<file path="config.mk">
export PLATFORM = sky130hd
export DESIGN_NAME = fetch_queue
export DESIGN_NICKNAME = d
export VERILOG_FILES = /design/src/rtl/fetch_queue.sv
export SDC_FILE = /design/constraint.sdc
export NUM_CORES = 1
export LEC_CHECK = 0
export ABC_AREA = 1
export CAP_MARGIN = 40
export CELL_PAD_IN_SITES_DETAIL_PLACEMENT = 0
export CELL_PAD_IN_SITES_GLOBAL_PLACEMENT = 1
export CORE_MARGIN = 4
export CORE_UTILIZATION = 45
export DETAILED_ROUTE_END_ITERATION = 6
export PLACE_DENSITY = 0.94
export SLEW_MARGIN = 20
export SYNTH_ARGS = -nofsm -noshare
export SYNTH_HDL_FRONTEND = slang
export SYNTH_SLANG_ARGS = --single-unit
</file>
<file path="constraint.sdc">
create_clock -name clk -period 6.3 [get_ports clk]
set_input_delay 0.945 -clock clk [delete_from_list [all_inputs] [get_ports clk]]
set_output_delay 0.945 -clock clk [all_outputs]
set_load 0.02 [all_outputs]
</file>
<file path="src/rtl/fetch_queue.sv">
// fetch_queue: in-order instruction fetch with redirect handling and a decode-side queue (optional FETCH_ALIGN_CHECK_EN halts on odd redirect targets)
module fetch_queue #(
  parameter int WIDTH = 16,
  parameter int DEPTH = 4,
  parameter logic [WIDTH-1:0] RESET_PC = '0
) (
  input  logic             clk,
  input  logic             rst,
  input  logic             redirect_valid,
  input  logic [WIDTH-1:0] redirect_pc,
  output logic             imem_req_valid,
  input  logic             imem_req_ready,
  output logic [WIDTH-1:0] imem_req_addr,
  input  logic             imem_resp_valid,
  input  logic [WIDTH-1:0] imem_resp_data,
  output logic             out_valid,
  input  logic             out_ready,
  output logic [WIDTH-1:0] out_instr,
  output logic [WIDTH-1:0] out_pc,
  output logic [WIDTH-1:0] out_pc_2,
  output logic             err
);
  localparam int AW = $clog2(DEPTH);
  localparam int CW = AW + 1;
  localparam logic [CW-1:0] FULL = CW'(DEPTH);
  typedef enum logic [1:0] {FETCH, WAIT, DROP, HALT} state_t;
  state_t state_q, state_d;
  logic [WIDTH-1:0] pc_q, pc_d;
  logic [CW-1:0] cnt_q, cnt_d;
  logic [AW-1:0] wr_q, wr_d, rd_q, rd_d;
  logic err_q, err_d;
  logic [WIDTH-1:0] instr_mem [DEPTH];
  logic [WIDTH-1:0] pc_mem [DEPTH];
  logic bad_tgt, push, pop, accept;
  logic [WIDTH-1:0] tgt;
`ifdef FETCH_ALIGN_CHECK_EN
  assign bad_tgt = redirect_pc[0];
`else
  assign bad_tgt = 1'b0;
`endif
  assign tgt = redirect_pc & ~WIDTH'(1);
  assign imem_req_valid = !rst && state_q == FETCH && cnt_q < FULL && !redirect_valid;
  assign imem_req_addr = pc_q;
  assign accept = imem_req_valid && imem_req_ready;
  assign out_valid = !rst && cnt_q != '0;
  assign out_instr = instr_mem[rd_q];
  assign out_pc = pc_mem[rd_q];
  assign out_pc_2 = out_pc + WIDTH'(2);
  assign err = err_q;
  // a response is kept only in WAIT; a redirect in the same cycle discards it
  assign push = state_q == WAIT && imem_resp_valid && !redirect_valid;
  assign pop = out_valid && out_ready && !redirect_valid;
  // next-state: normal fetch/queue bookkeeping, then redirect flush overrides
  always_comb begin
    pc_d = accept ? pc_q + WIDTH'(2) : pc_q;
    state_d = accept ? WAIT : ((state_q == WAIT || state_q == DROP) && imem_resp_valid) ? FETCH : state_q;
    cnt_d = cnt_q + CW'(push) - CW'(pop);
    wr_d = wr_q + AW'(push);
    rd_d = rd_q + AW'(pop);
    err_d = err_q;
    if (redirect_valid && state_q != HALT) begin
      pc_d = tgt;
      cnt_d = '0;
      wr_d = '0;
      rd_d = '0;
      state_d = bad_tgt ? HALT : (state_q == FETCH || imem_resp_valid) ? FETCH : DROP;
      err_d = err_q | bad_tgt;
    end
  end
  // control state with synchronous reset
  always_ff @(posedge clk) begin
    if (rst) begin
      state_q <= FETCH;
      pc_q <= RESET_PC;
      cnt_q <= '0;
      wr_q <= '0;
      rd_q <= '0;
      err_q <= 1'b0;
    end else begin
      state_q <= state_d;
      pc_q <= pc_d;
      cnt_q <= cnt_d;
      wr_q <= wr_d;
      rd_q <= rd_d;
      err_q <= err_d;
    end
  end
  // queue storage; the request PC is the fetch PC before its post-accept increment
  always_ff @(posedge clk) begin
    if (push) begin
      instr_mem[wr_q] <= imem_resp_data;
      pc_mem[wr_q] <= pc_q - WIDTH'(2);
    end
  end
endmodule

</file>
### Yosys cells after proc, flatten, opt, wreduce, memory -nomap -nowiden

Memory sizes are Yosys's and may differ from the RTL's. A register that Yosys moved wholly into a read port is not among the register bits.
Cells that the tools add are included.

* mux-type cells: 10
* order comparisons: 1
* add/subtract/negate cells: 7
* equal/unequal tests: 3
* reduce and logical (&&, ||, !) cells: 20

Operators by type and width (number)
* 16-bit by 2-bit adder with 16-bit output (second input constant): 2
* 16-bit two-way mux: 2
* 16-bit by 2-bit subtractor with 16-bit output (second input constant): 1
* 2-bit two-way mux: 6
* 1-bit logical AND: 11
* 3-bit nonzero test: 2
* 2-bit by 1-bit adder with 2-bit output: 2
* 3-bit by 1-bit adder with 3-bit output: 1
* 3-bit less-than comparator (second input constant): 1
* 3-bit by 1-bit subtractor with 3-bit output: 1
* 2-bit by 1-bit equality test with 1-bit output (second input constant): 1
* 2-bit equality test (second input constant): 1
* 1-bit zero test: 2
* 2-bit zero test: 1
* 1-bit logical OR: 2
* 1-bit two-way mux: 2
* 2-bit != test (second input constant): 1
* 2-bit nonzero test: 1
* 2-bit OR reduction: 1

* logic and storage cells: 49
* output and inout port bits: 67
* flip-flop bits (word level): 25
* memories kept: 2
* input port bits: 38
* memory bits (writable): 128

Memories
* instr_mem: depth 4, width 16, read ports 1, clocked after Yosys merged registers in 1, wr ports 1, RTL line 32 `logic [WIDTH-1:0] instr_mem [DEPTH];`
* pc_mem: depth 4, width 16, read ports 1, clocked after Yosys merged registers in 1, wr ports 1, RTL line 33 `logic [WIDTH-1:0] pc_mem [DEPTH];`

### Logic depth before layout (Yosys ltp)

* depth in word-level cells: 7
* mapped depth: 13
* depth with buffers taken out: 11

### Least setup slack after synthesis

No wires, ideal clock.

* path kind: input -> register
* from: input port redirect_valid
* to: memory instr_mem[0][0] (enable)
* data arrival time: 3.379 ns
* setup time: 0.458 ns
* setup slack: 2.463 ns
* data required time: 5.842 ns
* path buffers: 0
* cell stages on the path: 3
* cells stage by stage: inv_1 -> nand3_1 -> nor3_1

* cells in the longest elaborated chain, start to end: 4

RTL lines
* from (decl): RTL line 9 `input logic redirect_valid,`
* 1-bit zero test: RTL line 51 `assign push = state_q == WAIT && imem_resp_valid && !redirect_valid;`
* 1-bit logical AND: RTL line 51
* 1-bit two-way mux: RTL line 90 `if (push) begin`
* 1-bit two-way mux (not written as such): RTL line 91 `instr_mem[wr_q] <= imem_resp_data;`
* to (decl): RTL line 32

No other way between the ends.

==> qor.yml <==
cts_tree: "built"
vias_per_cell: 5.043
synth_top_cell_by_area: "edfxtp_1"
cts_repair_resize_count: 0
die_w_um: 132.4
p_leak_nw: 3.289
core_area_um2: 15200
end_kind: "output pin"
synth_top_cells_by_count: "171 x nand2_1, 124 x edfxtp_1, 82 x nor2_1"
nFillCells: 1288
first_pass_iters: 5
cpLargestDelayFamily: "buffers and inverters"
crit_chain: "buf_4 > nand2_1 > nand3_1 > nand2_1 > inv_2 > ha_1 > nand2_2 > nor2_1 > nand3_1 > nand2_1 > clkdlybuf4s50_1"
drt_iter0_drc: 418
utilization_pct: 57.11
use_met3_pct: 4.221
synth_area_um2: 6969
total_power_w: 0.002226
synth-simple-area-share_pct: 21.76
pin_count: 105
slew_headroom_pct: 55.69
synth-seq-cells: 148
start_kind: "flip-flop"
path_common_cell: "nand2_1"
gr-usage-met2_pct: 27.08
dp_slack_ns: 2.499
p_seq_share_pct: 49.2
place.port_buffers: 99
hold_violations: 0
fin_ws_ns: 2.057
tns_ns: 0
grt_pass1_wl_um: 23430
antenna_found_initial: 0
cts.clk_slew.worst_paths_ns: 0.06
hold_start: "state_q[1]"
clkSinkCount: 148
avgSynthCellArea_um2: 9.843
synth_top_cell_area_share_pct: 53.43
num_antenna_cells: 0
grt_pass1_vias: 4677
worstHoldPathType: "reg -> reg"
rows: 45
drv_slew: 0
multi_input_area_um2: 2342
post_cts_buffers: 0
clk-insertion-delay-late_ns: 0.42
grt_max_degree: 65
min_period_ns: 4.243
initial_core_util_pct: 45.84
r2r-end: "pc_mem[2][7]"
p_per_area_nw_per_um2: 256.4
clk_path_buf_depth: 2
ir_worst_vdd_v: 0.0001771
yosysSeqAreaShare_pct: 60.32
holdBufCountCts: 0
synth_top_family_by_area: "simple AND/OR/NAND/NOR gates"
async_reset_ff_share_pct: 0
root_buffer: "clkbuf_16"
synth_edf_count: 124
slowest_delay_ns: 0.65
worstMarginPinSlew_ns: 0.6610
synthXorXnorAreaFrac_pct: 2.388
postRouteAntennaNets: 0
gr-usage-all-layers_pct: 16.80
combPwrFrac_pct: 6.4
synth_compound_area_share_pct: 7.235
synth_warnings: 0
ff_latch_area_um2: 4205
clkPwrFrac_pct: 44.4
p_sw_share_pct: 24.68
reg2reg_from: "state_q[1]"
cp.required_ns: 5.35
routed_wl_um: 14720
critical_path.max_fanout: 40
drive_above_1_share_pct: 10.00
cts_buffers: 17
yosysUniqueCellTypes: 39
cp.arrival_ns: 3.30
htreeDepth: 4
clock_skew_ns: 0.007190
nets: 854
slowest_stage: "dfxtp_2"
die_h_um: 132.4
rsz0062_at_grt: "no"
reg2reg_depth: 5
muxShareOfSynthArea_pct: 0
synth_ff_type: "edfxtp_1"
clock.fmax_ghz: 0.2357
use_met1_pct: 21.94
synth.most_common_cell: "nand2_1"
wl_per_cell_um: 14.60
syn2layout_area_growth_pct: 24.58
drc: 0
maxCapViolations: 0
critPathBufInv: 3
status: "complete, no violations"
switchingPower_w: 0.0005494
synth-adder-area-share_pct: 1.724
routed-via-count: 5083
post-dp-hpwl_um: 9749
setup_viol: 0
period_share_pct: 67.35
synthCells: 708
place_congestion: 0.8426
rrSetupSlack_ns: 4.10
min_to: "state_q[1]"
busiest_layer: "met2"
fp.dieArea_um2: 17540
hold-path-cell-count: 2
p_int_w: 0.001677
critPathKind: "reg -> out"
synthTopCellsByArea: "edfxtp_1 53%, nand2_1 9.2%, dfxtp_1 6.9%"
grt_remaining_overflow: 0
==> worst min-delay path, cell delays in order, from the launching register on <==
cell and delay [ns]:
dfxtp_1 0.33, nand3_1 0.08, a21oi_1 0.05
==> sequential cells by signal, indices dropped and copies added (netlist names) <==
register       count
instr_mem         64
pc_mem            60
imem_req_addr     15
cnt_q              3
rd_q               2
state_q            2
wr_q               2
==> metrics by stage <==
step | hold WS, ns | area [um^2] | std cells
floorplan | 0.4732 | 6980 | 711
finish | 0.5107 | 8682 | 1008
CTS | 0.5122 | 8682 | 1008
detailed placement | 0.5033 | 8077 | 976
global route | 0.5265 | 8682 | 1008
global placement | 0.4903 | 8077 | 976
==> placed cells by master (no fill, tap or decap), drive strengths merged <==
cell type / n
o22ai: 16
ha: 8
clkbuf: 17
nor2: 92
fa: 1
buf: 7
nor3: 8
or2: 2
o211ai: 3
a22oi: 1
edfxtp: 124
a21oi: 15
nand3: 51
nor3b: 1
xor2: 17
a31oi: 4
conb: 4
xnor2: 2
clkinvlp: 1
nand2: 185
clkinv: 8
clkdlybuf4s50: 99
dfxtp: 24
inv: 69
o21a: 2
a32oi: 1
nand4: 8
o21ai: 50
==> cell families after synthesis <==
logic type      Yosys count
xor+xnor                 19
simple gates            347
flops                   148
compound gates           92
fa+ha+maj                 9
other cells               1
buf+inv                  92
==> worst max-delay path by stage <==
stage	cells after the start	from	end	slack (ns)
final	11	rd_q[0]	out_pc_2[13]	2.06
after global routing	11	rd_q[0]	out_pc_2[5]	1.79
after CTS	11	rd_q[0]	out_pc_2[13]	2.03
after detailed placement	11	rd_q[0]	out_pc_2[13]	2.50
after global placement	11	rd_q[0]	out_pc_2[13]	2.52
after floorplan	3	redirect_valid	instr_mem[0][0]	2.46
==> final cells by class <==
class / instances / share of cell area [%]
timing repair buffer: 106 / 12.02
inverter: 63 / 2.882
tap: 188 / 2.709
clock buffer: 17 / 4.900
sequential: 148 / 48.44
multi-input combinational: 471 / 26.98
clock inverter: 15 / 2.075
==> power by group through the flow <==
| stage | Clock, W | Sequential [W] | Combinational (W) |
|---|---|---|---|
| after floorplan | 0 | 0.00112 | 0.0000736 |
| after detailed placement | 0 | 0.00112 | 0.000143 |
| after global routing | 0.00105 | 0.00110 | 0.000157 |
| final | 0.000988 | 0.00109 | 0.000143 |
| after CTS | 0.000999 | 0.00109 | 0.000144 |
| after global placement | 0 | 0.00112 | 0.000140 |
==> layer usage <==
layer  share of wire [%]  routed length (um)
met5                   0                   0
met4                 1.7                 252
met3                 6.3                 934
met2                  48                7034
met1                  44                6493
Power figures use the tool's default switching activity.
